[config.mk]
export PLATFORM = sky130hd
export DESIGN_NAME = sf_camera_pixel_packer_flat
export DESIGN_NICKNAME = d
export VERILOG_FILES = /design/src/rtl/sf_camera_pixel_packer_pkg.sv /design/src/rtl/sf_camera_pixel_packer_if.sv /design/src/rtl/sf_camera_pixel_packer_byte_to_word.sv /design/src/rtl/sf_camera_pixel_packer.sv /design/src/flat_wrapper.sv
export SDC_FILE = /design/constraint.sdc
export NUM_CORES = 1
export LEC_CHECK = 0
export ABC_AREA = 1
export CAP_MARGIN = 20
export CORE_MARGIN = 10
export CORE_UTILIZATION = 43
export CTS_BUF_LIST = sky130_fd_sc_hd__clkbuf_8
export CTS_CLUSTER_DIAMETER = 40
export DETAILED_ROUTE_END_ITERATION = 8
export DONT_BUFFER_PORTS = 1
export SYNTH_ARGS = -nofsm -noshare
export SYNTH_HDL_FRONTEND = slang
export SYNTH_SLANG_ARGS = --single-unit
[constraint.sdc]
create_clock -name clk -period 2.2 [get_ports clk]
set_clock_uncertainty 0.15 [all_clocks]
set_input_delay 0.55 -clock clk [delete_from_list [all_inputs] [get_ports clk]]
set_output_delay 0.55 -clock clk [all_outputs]
set_load 0.005 [all_outputs]
[src/rtl/sf_camera_pixel_packer_pkg.sv]
// Shared constants and helpers for the camera pixel packer: widths, FSM states,
// byte order and ping-pong buffer selection.
package sf_camera_pixel_packer_pkg;

    localparam int DATA_W      = 32;
    localparam int BYTE_W      = 8;
    localparam int FIFO_SIZE_W = 24;

    // First byte of a word lands in the most significant lane.
    localparam bit BYTE_ORDER_BIG = 1'b1;

    typedef enum logic [1:0] {
        ST_IDLE  = 2'd0,
        ST_FRAME = 2'd1,
        ST_FLUSH = 2'd2
    } state_t;

    function automatic logic [1:0] first_ready(input logic [1:0] rdy);
        if (rdy[0])
            return 2'b01;
        else if (rdy[1])
            return 2'b10;
        else
            return 2'b00;
    endfunction

endpackage

[src/rtl/sf_camera_pixel_packer_if.sv]
// Write side of the camera ping-pong FIFO: buffer ready/activate handshake,
// active buffer size and the word write strobe.
interface sf_camera_pixel_packer_if;
    import sf_camera_pixel_packer_pkg::*;

    logic [1:0]             wfifo_ready;
    logic [1:0]             wfifo_activate;
    logic [FIFO_SIZE_W-1:0] wfifo_size;
    logic                   wfifo_strobe;
    logic [DATA_W-1:0]      wfifo_data;

    modport master (
        input  wfifo_ready,
        input  wfifo_size,
        output wfifo_activate,
        output wfifo_strobe,
        output wfifo_data
    );

    modport slave (
        output wfifo_ready,
        output wfifo_size,
        input  wfifo_activate,
        input  wfifo_strobe,
        input  wfifo_data
    );

endinterface

[src/rtl/sf_camera_pixel_packer_byte_to_word.sv]
// Packs captured bytes into 32-bit words; presents a completed (or flushed
// partial, zero-padded) word combinationally in the cycle it completes.
module sf_camera_pixel_packer_byte_to_word
    import sf_camera_pixel_packer_pkg::*;
(
    input  logic              clk,
    input  logic              rst,
    input  logic              i_capture,
    input  logic [BYTE_W-1:0] i_byte,
    input  logic              i_flush,
    output logic [DATA_W-1:0] o_word,
    output logic              o_word_vld,
    output logic [1:0]        o_index
);

    logic [1:0]        r_index;
    logic [DATA_W-1:0] r_word;
    logic [1:0]        w_lane;
    logic [DATA_W-1:0] w_word;
    logic              w_vld;

    always_comb begin
        w_lane = BYTE_ORDER_BIG ? (2'd3 - r_index) : r_index;
        w_word = r_word;
        w_vld  = 1'b0;
        if (i_capture) begin
            w_word[{w_lane, 3'b000} +: BYTE_W] = i_byte;
            w_vld = (r_index == 2'd3);
        end else if (i_flush && (r_index != 2'd0)) begin
            w_vld = 1'b1;
        end
    end

    // Unused lanes stay zero because the accumulator clears on every emitted word.
    always_ff @(posedge clk) begin
        if (rst) begin
            r_index <= 2'd0;
            r_word  <= '0;
        end else if (w_vld) begin
            r_index <= 2'd0;
            r_word  <= '0;
        end else if (i_capture) begin
            r_index <= r_index + 2'd1;
            r_word  <= w_word;
        end
    end

    assign o_word     = w_word;
    assign o_word_vld = w_vld;
    assign o_index    = r_index;

endmodule

[src/rtl/sf_camera_pixel_packer.sv]
// Camera capture stage: frames vsync/hsync-qualified bytes into words, owns
// ping-pong buffer acquisition/release, row/pixel counting and overflow.
module sf_camera_pixel_packer
    import sf_camera_pixel_packer_pkg::*;
(
    input  logic                     clk,
    input  logic                     rst,
    input  logic                     i_enable,
    input  logic                     i_reset_counts,
    input  logic                     i_vsync,
    input  logic                     i_hsync,
    input  logic [BYTE_W-1:0]        i_pix_data,
    sf_camera_pixel_packer_if.master wfifo,
    output logic [31:0]              o_row_count,
    output logic [31:0]              o_pixel_count,
    output logic                     o_captured,
    output logic                     o_busy,
    output logic                     o_overflow
);

    state_t                 r_state;
    logic                   r_busy;
    logic                   r_vsync_p1;
    logic                   r_hsync_p1;
    logic [1:0]             r_activate;
    logic [FIFO_SIZE_W-1:0] r_size;
    logic [FIFO_SIZE_W-1:0] r_count;
    logic                   r_strobe;
    logic [DATA_W-1:0]      r_data;
    logic [31:0]            r_row_count;
    logic [31:0]            r_pixel_count;
    logic [31:0]            r_row_bytes;
    logic                   r_captured;
    logic                   r_overflow;

    logic                   w_vsync_rise;
    logic                   w_vsync_fall;
    logic                   w_hsync_fall;
    logic                   w_capture;
    logic                   w_row_end;
    logic                   w_flush_req;
    logic                   w_frame_start;
    logic                   w_frame_done;
    logic [DATA_W-1:0]      w_word;
    logic                   w_word_vld;
    logic [1:0]             w_index;
    logic                   w_buf_active;
    logic                   w_write;
    logic                   w_drop;
    logic                   w_full;
    logic                   w_flush_release;

    assign w_vsync_rise  = i_vsync & ~r_vsync_p1;
    assign w_vsync_fall  = ~i_vsync & r_vsync_p1;
    assign w_hsync_fall  = ~i_hsync & r_hsync_p1;
    assign w_capture     = i_vsync & i_hsync & (r_state == ST_FRAME);
    assign w_row_end     = w_hsync_fall & (r_state == ST_FRAME);
    assign w_flush_req   = w_row_end | (r_state == ST_FLUSH);
    assign w_frame_start = (r_state == ST_IDLE) & w_vsync_rise & i_enable;
    // FLUSH lingers until any partial word has left the packer.
    assign w_frame_done  = (r_state == ST_FLUSH) & (w_index == 2'd0);

    assign w_buf_active    = (r_activate != 2'b00);
    assign w_write         = w_word_vld & w_buf_active & (r_count < r_size);
    assign w_drop          = w_word_vld & ~w_buf_active;
    assign w_full          = w_buf_active & (r_count >= r_size);
    assign w_flush_release = w_frame_done & w_buf_active & (r_count != '0);

    sf_camera_pixel_packer_byte_to_word u_b2w (
        .clk        (clk),
        .rst        (rst),
        .i_capture  (w_capture),
        .i_byte     (i_pix_data),
        .i_flush    (w_flush_req),
        .o_word     (w_word),
        .o_word_vld (w_word_vld),
        .o_index    (w_index)
    );

    always_ff @(posedge clk) begin
        if (rst) begin
            r_state <= ST_IDLE;
            r_busy  <= 1'b0;
        end else begin
            case (r_state)
                ST_IDLE: begin
                    if (w_frame_start) begin
                        r_state <= ST_FRAME;
                        r_busy  <= 1'b1;
                    end
                end
                ST_FRAME: begin
                    if (w_vsync_fall)
                        r_state <= ST_FLUSH;
                end
                ST_FLUSH: begin
                    if (w_frame_done) begin
                        r_state <= ST_IDLE;
                        r_busy  <= 1'b0;
                    end
                end
                default: begin
                    r_state <= ST_IDLE;
                    r_busy  <= 1'b0;
                end
            endcase
        end
    end

    always_ff @(posedge clk) begin
        if (rst) begin
            r_vsync_p1    <= 1'b0;
            r_hsync_p1    <= 1'b0;
            r_row_bytes   <= '0;
            r_row_count   <= '0;
            r_pixel_count <= '0;
            r_captured    <= 1'b0;
            r_overflow    <= 1'b0;
        end else begin
            r_vsync_p1 <= i_vsync;
            r_hsync_p1 <= i_hsync;

            if (w_frame_start || w_row_end)
                r_row_bytes <= '0;
            else if (w_capture)
                r_row_bytes <= r_row_bytes + 32'd1;

            if (i_reset_counts || w_frame_start)
                r_row_count <= '0;
            else if (w_row_end)
                r_row_count <= r_row_count + 32'd1;

            if (i_reset_counts)
                r_pixel_count <= '0;
            else if (w_row_end)
                r_pixel_count <= r_row_bytes;

            if (i_reset_counts || w_frame_start)
                r_captured <= 1'b0;
            else if (w_frame_done)
                r_captured <= 1'b1;

            if (i_reset_counts)
                r_overflow <= 1'b0;
            else if (w_drop)
                r_overflow <= 1'b1;
        end
    end

    // A buffer is released the cycle after its last write; re-acquisition waits for 00.
    always_ff @(posedge clk) begin
        if (rst) begin
            r_activate <= 2'b00;
            r_size     <= '0;
            r_count    <= '0;
            r_strobe   <= 1'b0;
            r_data     <= '0;
        end else begin
            r_strobe <= w_write;
            if (w_write) begin
                r_data  <= w_word;
                r_count <= r_count + 24'd1;
            end

            if (!w_buf_active) begin
                if (wfifo.wfifo_ready != 2'b00) begin
                    r_activate <= first_ready(wfifo.wfifo_ready);
                    r_size     <= wfifo.wfifo_size;
                    r_count    <= '0;
                end
            end else if (w_full || w_flush_release) begin
                r_activate <= 2'b00;
            end
        end
    end

    assign wfifo.wfifo_activate = r_activate;
    assign wfifo.wfifo_strobe   = r_strobe;
    assign wfifo.wfifo_data     = r_data;
    assign o_row_count          = r_row_count;
    assign o_pixel_count        = r_pixel_count;
    assign o_captured           = r_captured;
    assign o_busy               = r_busy;
    assign o_overflow           = r_overflow;

endmodule

[src/flat_wrapper.sv]
// flat-port wrapper written by rule: the top's interface ports become plain ports
module sf_camera_pixel_packer_flat import sf_camera_pixel_packer_pkg::*;
  (clk, rst, i_enable, i_reset_counts, i_vsync, i_hsync, i_pix_data, o_row_count, o_pixel_count, o_captured, o_busy, o_overflow, wfifo_wfifo_ready, wfifo_wfifo_size, wfifo_wfifo_activate, wfifo_wfifo_strobe, wfifo_wfifo_data);
  sf_camera_pixel_packer_if wfifo_i ();
  input  logic clk;
  input  logic rst;
  input  logic i_enable;
  input  logic i_reset_counts;
  input  logic i_vsync;
  input  logic i_hsync;
  input  logic [BYTE_W-1:0] i_pix_data;
  output logic [31:0] o_row_count;
  output logic [31:0] o_pixel_count;
  output logic o_captured;
  output logic o_busy;
  output logic o_overflow;
  input wire logic [$bits(wfifo_i.wfifo_ready)-1:0] wfifo_wfifo_ready;
  input wire logic [$bits(wfifo_i.wfifo_size)-1:0] wfifo_wfifo_size;
  output wire logic [$bits(wfifo_i.wfifo_activate)-1:0] wfifo_wfifo_activate;
  output wire logic [$bits(wfifo_i.wfifo_strobe)-1:0] wfifo_wfifo_strobe;
  output wire logic [$bits(wfifo_i.wfifo_data)-1:0] wfifo_wfifo_data;
  assign wfifo_i.wfifo_ready = wfifo_wfifo_ready;
  assign wfifo_i.wfifo_size = wfifo_wfifo_size;
  assign wfifo_wfifo_activate = wfifo_i.wfifo_activate;
  assign wfifo_wfifo_strobe = wfifo_i.wfifo_strobe;
  assign wfifo_wfifo_data = wfifo_i.wfifo_data;
  sf_camera_pixel_packer u_core (.clk(clk), .rst(rst), .i_enable(i_enable), .i_reset_counts(i_reset_counts), .i_vsync(i_vsync), .i_hsync(i_hsync), .i_pix_data(i_pix_data), .wfifo(wfifo_i), .o_row_count(o_row_count), .o_pixel_count(o_pixel_count), .o_captured(o_captured), .o_busy(o_busy), .o_overflow(o_overflow));
endmodule
==> results.yml, run 1 <==
outcome:
  status: "completed"
yosys:
  synthFlopType: "dfxtp_1"
  syn-cell-area_mm2: 0.01033
  yosysSeqAreaShare_pct: 42.62
  syn_nets: 1496
  syn_inst: 1422
  yosys.cell_count.top_type: "nand2_1"
  synth.area.top_cells: "dfxtp_1 43%, nand2_1 9.4%, a21oi_1 7.7%"
  ys_types: 43
  synthTopCellsByCount: "259 x nand2_1, 220 x dfxtp_1, 175 x nor2_1"
  ys_ff_latch: 220
  syn_avg_cell_area_um2: 7.267
  yosysTopAreaCellShare_pct: 42.62
  synthArstFlopShare_pct: 0
  synth_top_cell_by_area: "dfxtp_1"
  synth_edf_count: 0
  synth_warnings: 0
timing:
  slew_headroom_pct: 55.66
  fmax_mhz: 462.5
  timing.final.crit_share_pct: 98.28
  min_period_ps: 2162
  hold_violations: 0
  finalMaxSlewViolations: 0
  rsz0062_at_grt: "yes"
  setup-violations-final: 0
  worst_slew_pin_slew_ps: 665.1
global_routing:
  grt_max_degree: 57
  grt_pass1_wl_um: 46760
  antenna_found_initial: 0
  grt_pass1_vias: 9302
  grtUsageTotal_pct: 18.17
  gr-total-overflow: 0
power_and_ir_drop:
  p_per_area_mw_per_mm2: 688.2
  power.switching_mw: 2.068
  p_int_mw: 6.747
  ir_drop_mv: 0.5339
  seqPwrFrac_pct: 46.3
  p_clk_share_pct: 47.5
  p_sw_share_pct: 23.46
  leakage_nw: 4.835
  pwr-share-comb_pct: 6.2
setup_path:
  cp-start-kind: "register"
  crit_path_end_kind: "register"
  crit_type: "reg2reg"
  cp.arrival_ps: 2470
  worst_ep_required_time_ps: 2510
  cp_max_fo: 8
clocking:
  h-tree-depth: 2
  clk_pin_slew_ps: 60
  cts_max_path_buffers: 3
  clock-sinks: 220
  cts_root_buf: "clkbuf_8"
  cts_buffers: 42
  clk-insertion-delay-late_ps: 530
  cts_tree: "yes"
cells_and_area:
  syn_to_final_growth_pct: 23.94
  drive_above_1_share_pct: 18.96
  nets: 1594
  fin_cells: 1864
  antenna_cells: 0
  final_cell_area_mm2: 0.01281
drt:
  dr_total_vias: 9582
  wl_per_cell_um: 15.62
  ant_nets: 0
  drcViolationCount: 0
  totalWireLength_um: 29120
  drt-initial-drc-count: 496
  via_per_inst: 5.141
  dr.pass1.iters: 5
placement:
  placed_cell_area_mm2: 0.01125
  dp_cells: 1779
  gp_congestion: 0.8649
  dp_hpwl_um: 20470
  port_buffers: 0
hold_path:
  hold_path_class: "in2reg"
floorplan:
  die_w_um: 175.0
  dieArea_mm2: 0.03063
  rows: 56
  die_h_um: 175.0
  core_area_mm2: 0.02354
  start_util_pct: 43.89
  io_pins: 142
run:
  maxCapViolCount: 0
[sequential cells by signal, indices dropped and copies added (netlist names)]
register                     cells
u_core.o_overflow                1
u_core.o_captured                1
u_core.r_hsync_p1                1
u_core.o_row_count              32
u_core.r_vsync_p1                1
u_core.wfifo.wfifo_strobe        1
u_core.wfifo.wfifo_activate      2
u_core.r_state                   2
u_core.wfifo.wfifo_data         32
u_core.o_busy                    1
u_core.u_b2w.o_index             2
u_core.u_b2w.r_word             32
u_core.o_pixel_count            32
u_core.r_count                  24
u_core.r_size                   24
u_core.r_row_bytes              32
[final timing paths]
check	start	end	slack (ps)	cells after the start
max	u_core.r_count[23]$_SDFF_PP0_	u_core.wfifo.wfifo_data[12]$_SDFFE_PP0P_	40	12
min	wfifo_wfifo_ready[1]	u_core.wfifo.wfifo_activate[1]$_SDFFE_PP0P_	50	2
max reg2reg	u_core.r_count[23]$_SDFF_PP0_	u_core.wfifo.wfifo_data[12]$_SDFFE_PP0P_	40	12
min reg2reg	u_core.r_size[8]$_SDFFE_PP0P_	u_core.r_size[8]$_SDFFE_PP0P_	300	2
[critical path, stage by stage (launching register included)]
cell     delay, ps
dfxtp_4        360
ha_4           240
a21o_1         170
nor2_2         140
nand2_2        100
a21oi_4        140
nand2_2         80
nor2_4         120
buf_6          160
buf_12         140
buf_16         140
o21ai_2         50
a21oi_1        120
[power by group through the flow]
stage	sequential, mW	clock [mW]	combinational (mW)
finish	4.08	4.19	0.546
global route	4.08	4.51	0.622
CTS	4.08	4.34	0.468
detailed placement	4.16	0	0.444
global placement	4.16	0	0.435
floorplan	4.15	0	0.293
[cell families after synthesis]
family	Yosys count	share of synthesized area [%]
adders and majority gates	34	4.117
and+or+nand+nor	626	27.21
DFF	220	42.62
buffers and inverters	211	8.161
AOI/OAI and AO/OA	296	14.93
xor gates and xnor gates	35	2.967
[per-stage QoR]
step	total power [mW]	setup slack (ps)	hold slack [ps]	utilization [%]	TNS (ps)
after floorplan	4.447	15.09	283.1	-	0
after global placement	4.594	-110.2	297.3	47.81	-3100
after detailed placement	4.604	-115.6	302.7	47.81	-3320
after CTS	8.883	1.262	13.95	52.69	0
after global routing	9.212	-73.73	49.48	54.40	-243.2
final	8.815	37.89	54.63	54.40	0
[repair_timing]
action / CTS / global route
cloned: 4 / 1
resized for setup: 24 / 97
hold buffers: 5 / 0
buffers inserted: 6 / 1
hold endpoints to repair: 9 / 0
endpoints found under the setup margin: 57 / 72
pin swaps: 8 / 28
[per-layer routing]
layer | vias to the layer above | global-route usage, % | wire (µm) | part of all wire, %
li1 | 4886 | - | - | -
met5 | - | 0 | 0 | 0
met3 | 47 | 4.527 | 2015 | 6.9
met4 | 0 | 5.793 | 591 | 2.0
met1 | 4396 | 23.11 | 13080 | 45
met2 | 253 | 29.56 | 13430 | 46
[cells in the final DEF (no fill, tap or decap), drive strengths merged, types with 4 or more instances in the layout]
cell         Yosys  layout
nand4           32      32
nand3           65      65
o21a             4       4
inv            153     160
xor2            28      28
nor3            52      52
nor4             8       8
nand2          263     263
nand3b           8       8
dlygate4sd3      0       5
xnor2            7       7
dfxtp          220     220
a21oi          158     158
nor3b            4       4
buf             21     103
bufinv           0       4
nor2           188     188
clkinv           3       9
a22oi            6       6
or2              5       5
o21ai          118     118
ha              34      34
clkbuf          34      50
[final cells by class]
| class | count | area, µm² |
|---|---|---|
| multi-input cells | 991 | 5468 |
| inverters | 156 | 600.6 |
| well taps | 319 | 399.1 |
| clock inverters | 20 | 195.2 |
| clock buffers | 49 | 674.4 |
| repair buffers | 109 | 1040 |
| flip-flops and latches | 220 | 4431 |
| fillers | 2297 | 10740 |
Power figures use the tool's default switching activity.
==> run 2: changes to the inputs <==
CORE_MARGIN = not set   (was 10)
GPL_ROUTABILITY_DRIVEN = 0   (was not set)
==> results.yml, run 2 (synthesis gave the netlist of run 1 again) <==
outcome:
  status: "completed"
clocking:
  cts_max_path_buffers: 3
  clk-insertion-delay-late_ps: 550
  cts_buffers: 41
  cts_root_buf: "clkbuf_8"
  h-tree-depth: 2
  clock-sinks: 220
  clk_pin_slew_ps: 60
  cts_tree: "yes"
floorplan:
  io_pins: 142
  die_w_um: 157.0
  die_h_um: 157.0
  core_area_mm2: 0.02354
  start_util_pct: 43.89
  dieArea_mm2: 0.02466
  rows: 56
global_routing:
  grt_pass1_wl_um: 43040
  grt_max_degree: 59
  grt_pass1_vias: 8884
  grtUsageTotal_pct: 21.54
  antenna_found_initial: 0
  gr-total-overflow: 0
cells_and_area:
  nets: 1582
  layout_commonest_cell: "nand2_1"
  antenna_cells: 0
  syn_to_final_growth_pct: 24.41
  drive_above_1_share_pct: 21.12
  mostFrequentLayoutCells: "225 x nand2_1, 202 x dfxtp_1, 169 x nor2_1"
  fin_cells: 1858
  final_cell_area_mm2: 0.01286
power_and_ir_drop:
  p_per_area_mw_per_mm2: 677.7
  power_mw: 8.713
  ir_drop_mv: 0.4942
  leakage_nw: 4.781
setup_path:
  crit_path_end_kind: "register"
  worst_ep_required_time_ps: 2430
  cp-start-kind: "register"
  cp_max_fo: 7
  cp.arrival_ps: 2420
  worstRegToRegCells: 14
  r2r_slack_ps: 7
  cpPeakStageDelay_ps: 320
  critical_path_buf_inv_count: 5
  path_delay_family: "simple AND/OR/NAND/NOR gates"
  crit_chain: "inv_1 -> ha_1 -> nand2_1 -> nor2_2 -> nand3_2 -> inv_1 -> a21oi_4 -> nand2_2 -> nor2_4 -> buf_6 -> inv_8 -> clkbuf_16 -> nand2_1 -> a21oi_1"
  crit_type: "reg2reg"
  cp_slowest_cell: "dfxtp_1"
  crit_cells: 14
timing:
  timing.final.crit_share_pct: 99.69
  whs_ps: 26.00
  finalMaxSlewViolations: 0
  hold_violations: 0
  setup-violations-final: 0
  min_period_ps: 2193
  rsz0062_at_grt: "yes"
  worst_slew_pin_slew_ps: 822.1
  fmax_mhz: 455.9
  slew_headroom_pct: 45.13
drt:
  totalWireLength_um: 28060
  wl_per_cell_um: 15.10
  via_per_inst: 5.091
  dr.pass1.iters: 6
  ant_nets: 0
  dr_total_vias: 9460
  drcViolationCount: 0
  drt-initial-drc-count: 520
hold_path:
  hold_path_class: "in2reg"
  hold_path_depth: 2
placement:
  dp_hpwl_um: 18940
  port_buffers: 0
  placed_cell_area_mm2: 0.01115
  dp_cells: 1765
run:
  maxCapViolCount: 0
[run 2: repair_timing]
item | CTS | global route
pin swaps | 13 | 20
endpoints found under the setup margin | 56 | 66
setup buffers | 1 | 6
endpoints found under the hold margin | 9 | 0
cloned | 1 | 9
gates resized for setup | 15 | 173
hold buffers | 5 | 0
[run 2: worst register-to-register path, stage by stage (launching register included)]
cell and delay, ps:
dfxtp_1 320, inv_1 60, ha_1 260, nand2_1 80
nor2_2 50, nand3_2 80, inv_1 80, a21oi_4 180
nand2_2 80, nor2_4 200, buf_6 160, inv_8 50
clkbuf_16 170, nand2_1 60, a21oi_1 50
[run 2: cell type report]
type	instances	area, µm²
multi-input combinational	991	5617
timing repair buffer	98	935.9
fill	2283	10690
clock inverter	23	172.7
clock buffer	51	701.9
tap	319	399.1
sequential	220	4427
inverter	156	603.1
[run 2: power by group]
part | internal [mW] | total (mW) | switching (mW)
Clock | 2.35 | 4.11 | 1.77
Combinational | 0.192 | 0.516 | 0.324
Sequential | 4.05 | 4.08 | 0.0292
Total | 6.59 | 8.71 | 2.12
[run 2: worst paths after layout]
kind | endpoint | from
worst min-delay path | u_core.wfifo.wfifo_activate[1]$_SDFFE_PP0P_ | wfifo_wfifo_ready[1]
worst max register to register | u_core.r_count[22]$_SDFF_PP0_ | u_core.r_size[20]$_SDFFE_PP0P_
worst min register to register | u_core.r_size[12]$_SDFFE_PP0P_ | u_core.r_size[12]$_SDFFE_PP0P_
worst max-delay path | u_core.r_count[22]$_SDFF_PP0_ | u_core.r_size[20]$_SDFFE_PP0P_
[run 2: per-stage QoR]
step	TNS, ps	setup WS (ps)	util, %
after floorplan	0	15.09	-
after global placement	-3532	-95.46	47.36
after detailed placement	-4982	-126.8	47.36
after CTS	0	1.325	51.71
after global routing	-2623	-91.46	54.61
final	0	6.729	54.61
[run 2: metal layers]
metal  global-route usage (%)  share of wire, %
met2                    34.71                45
met1                    28.08                46
met3                    5.809               6.5
met4                    6.334               1.9
met5                        0                 0
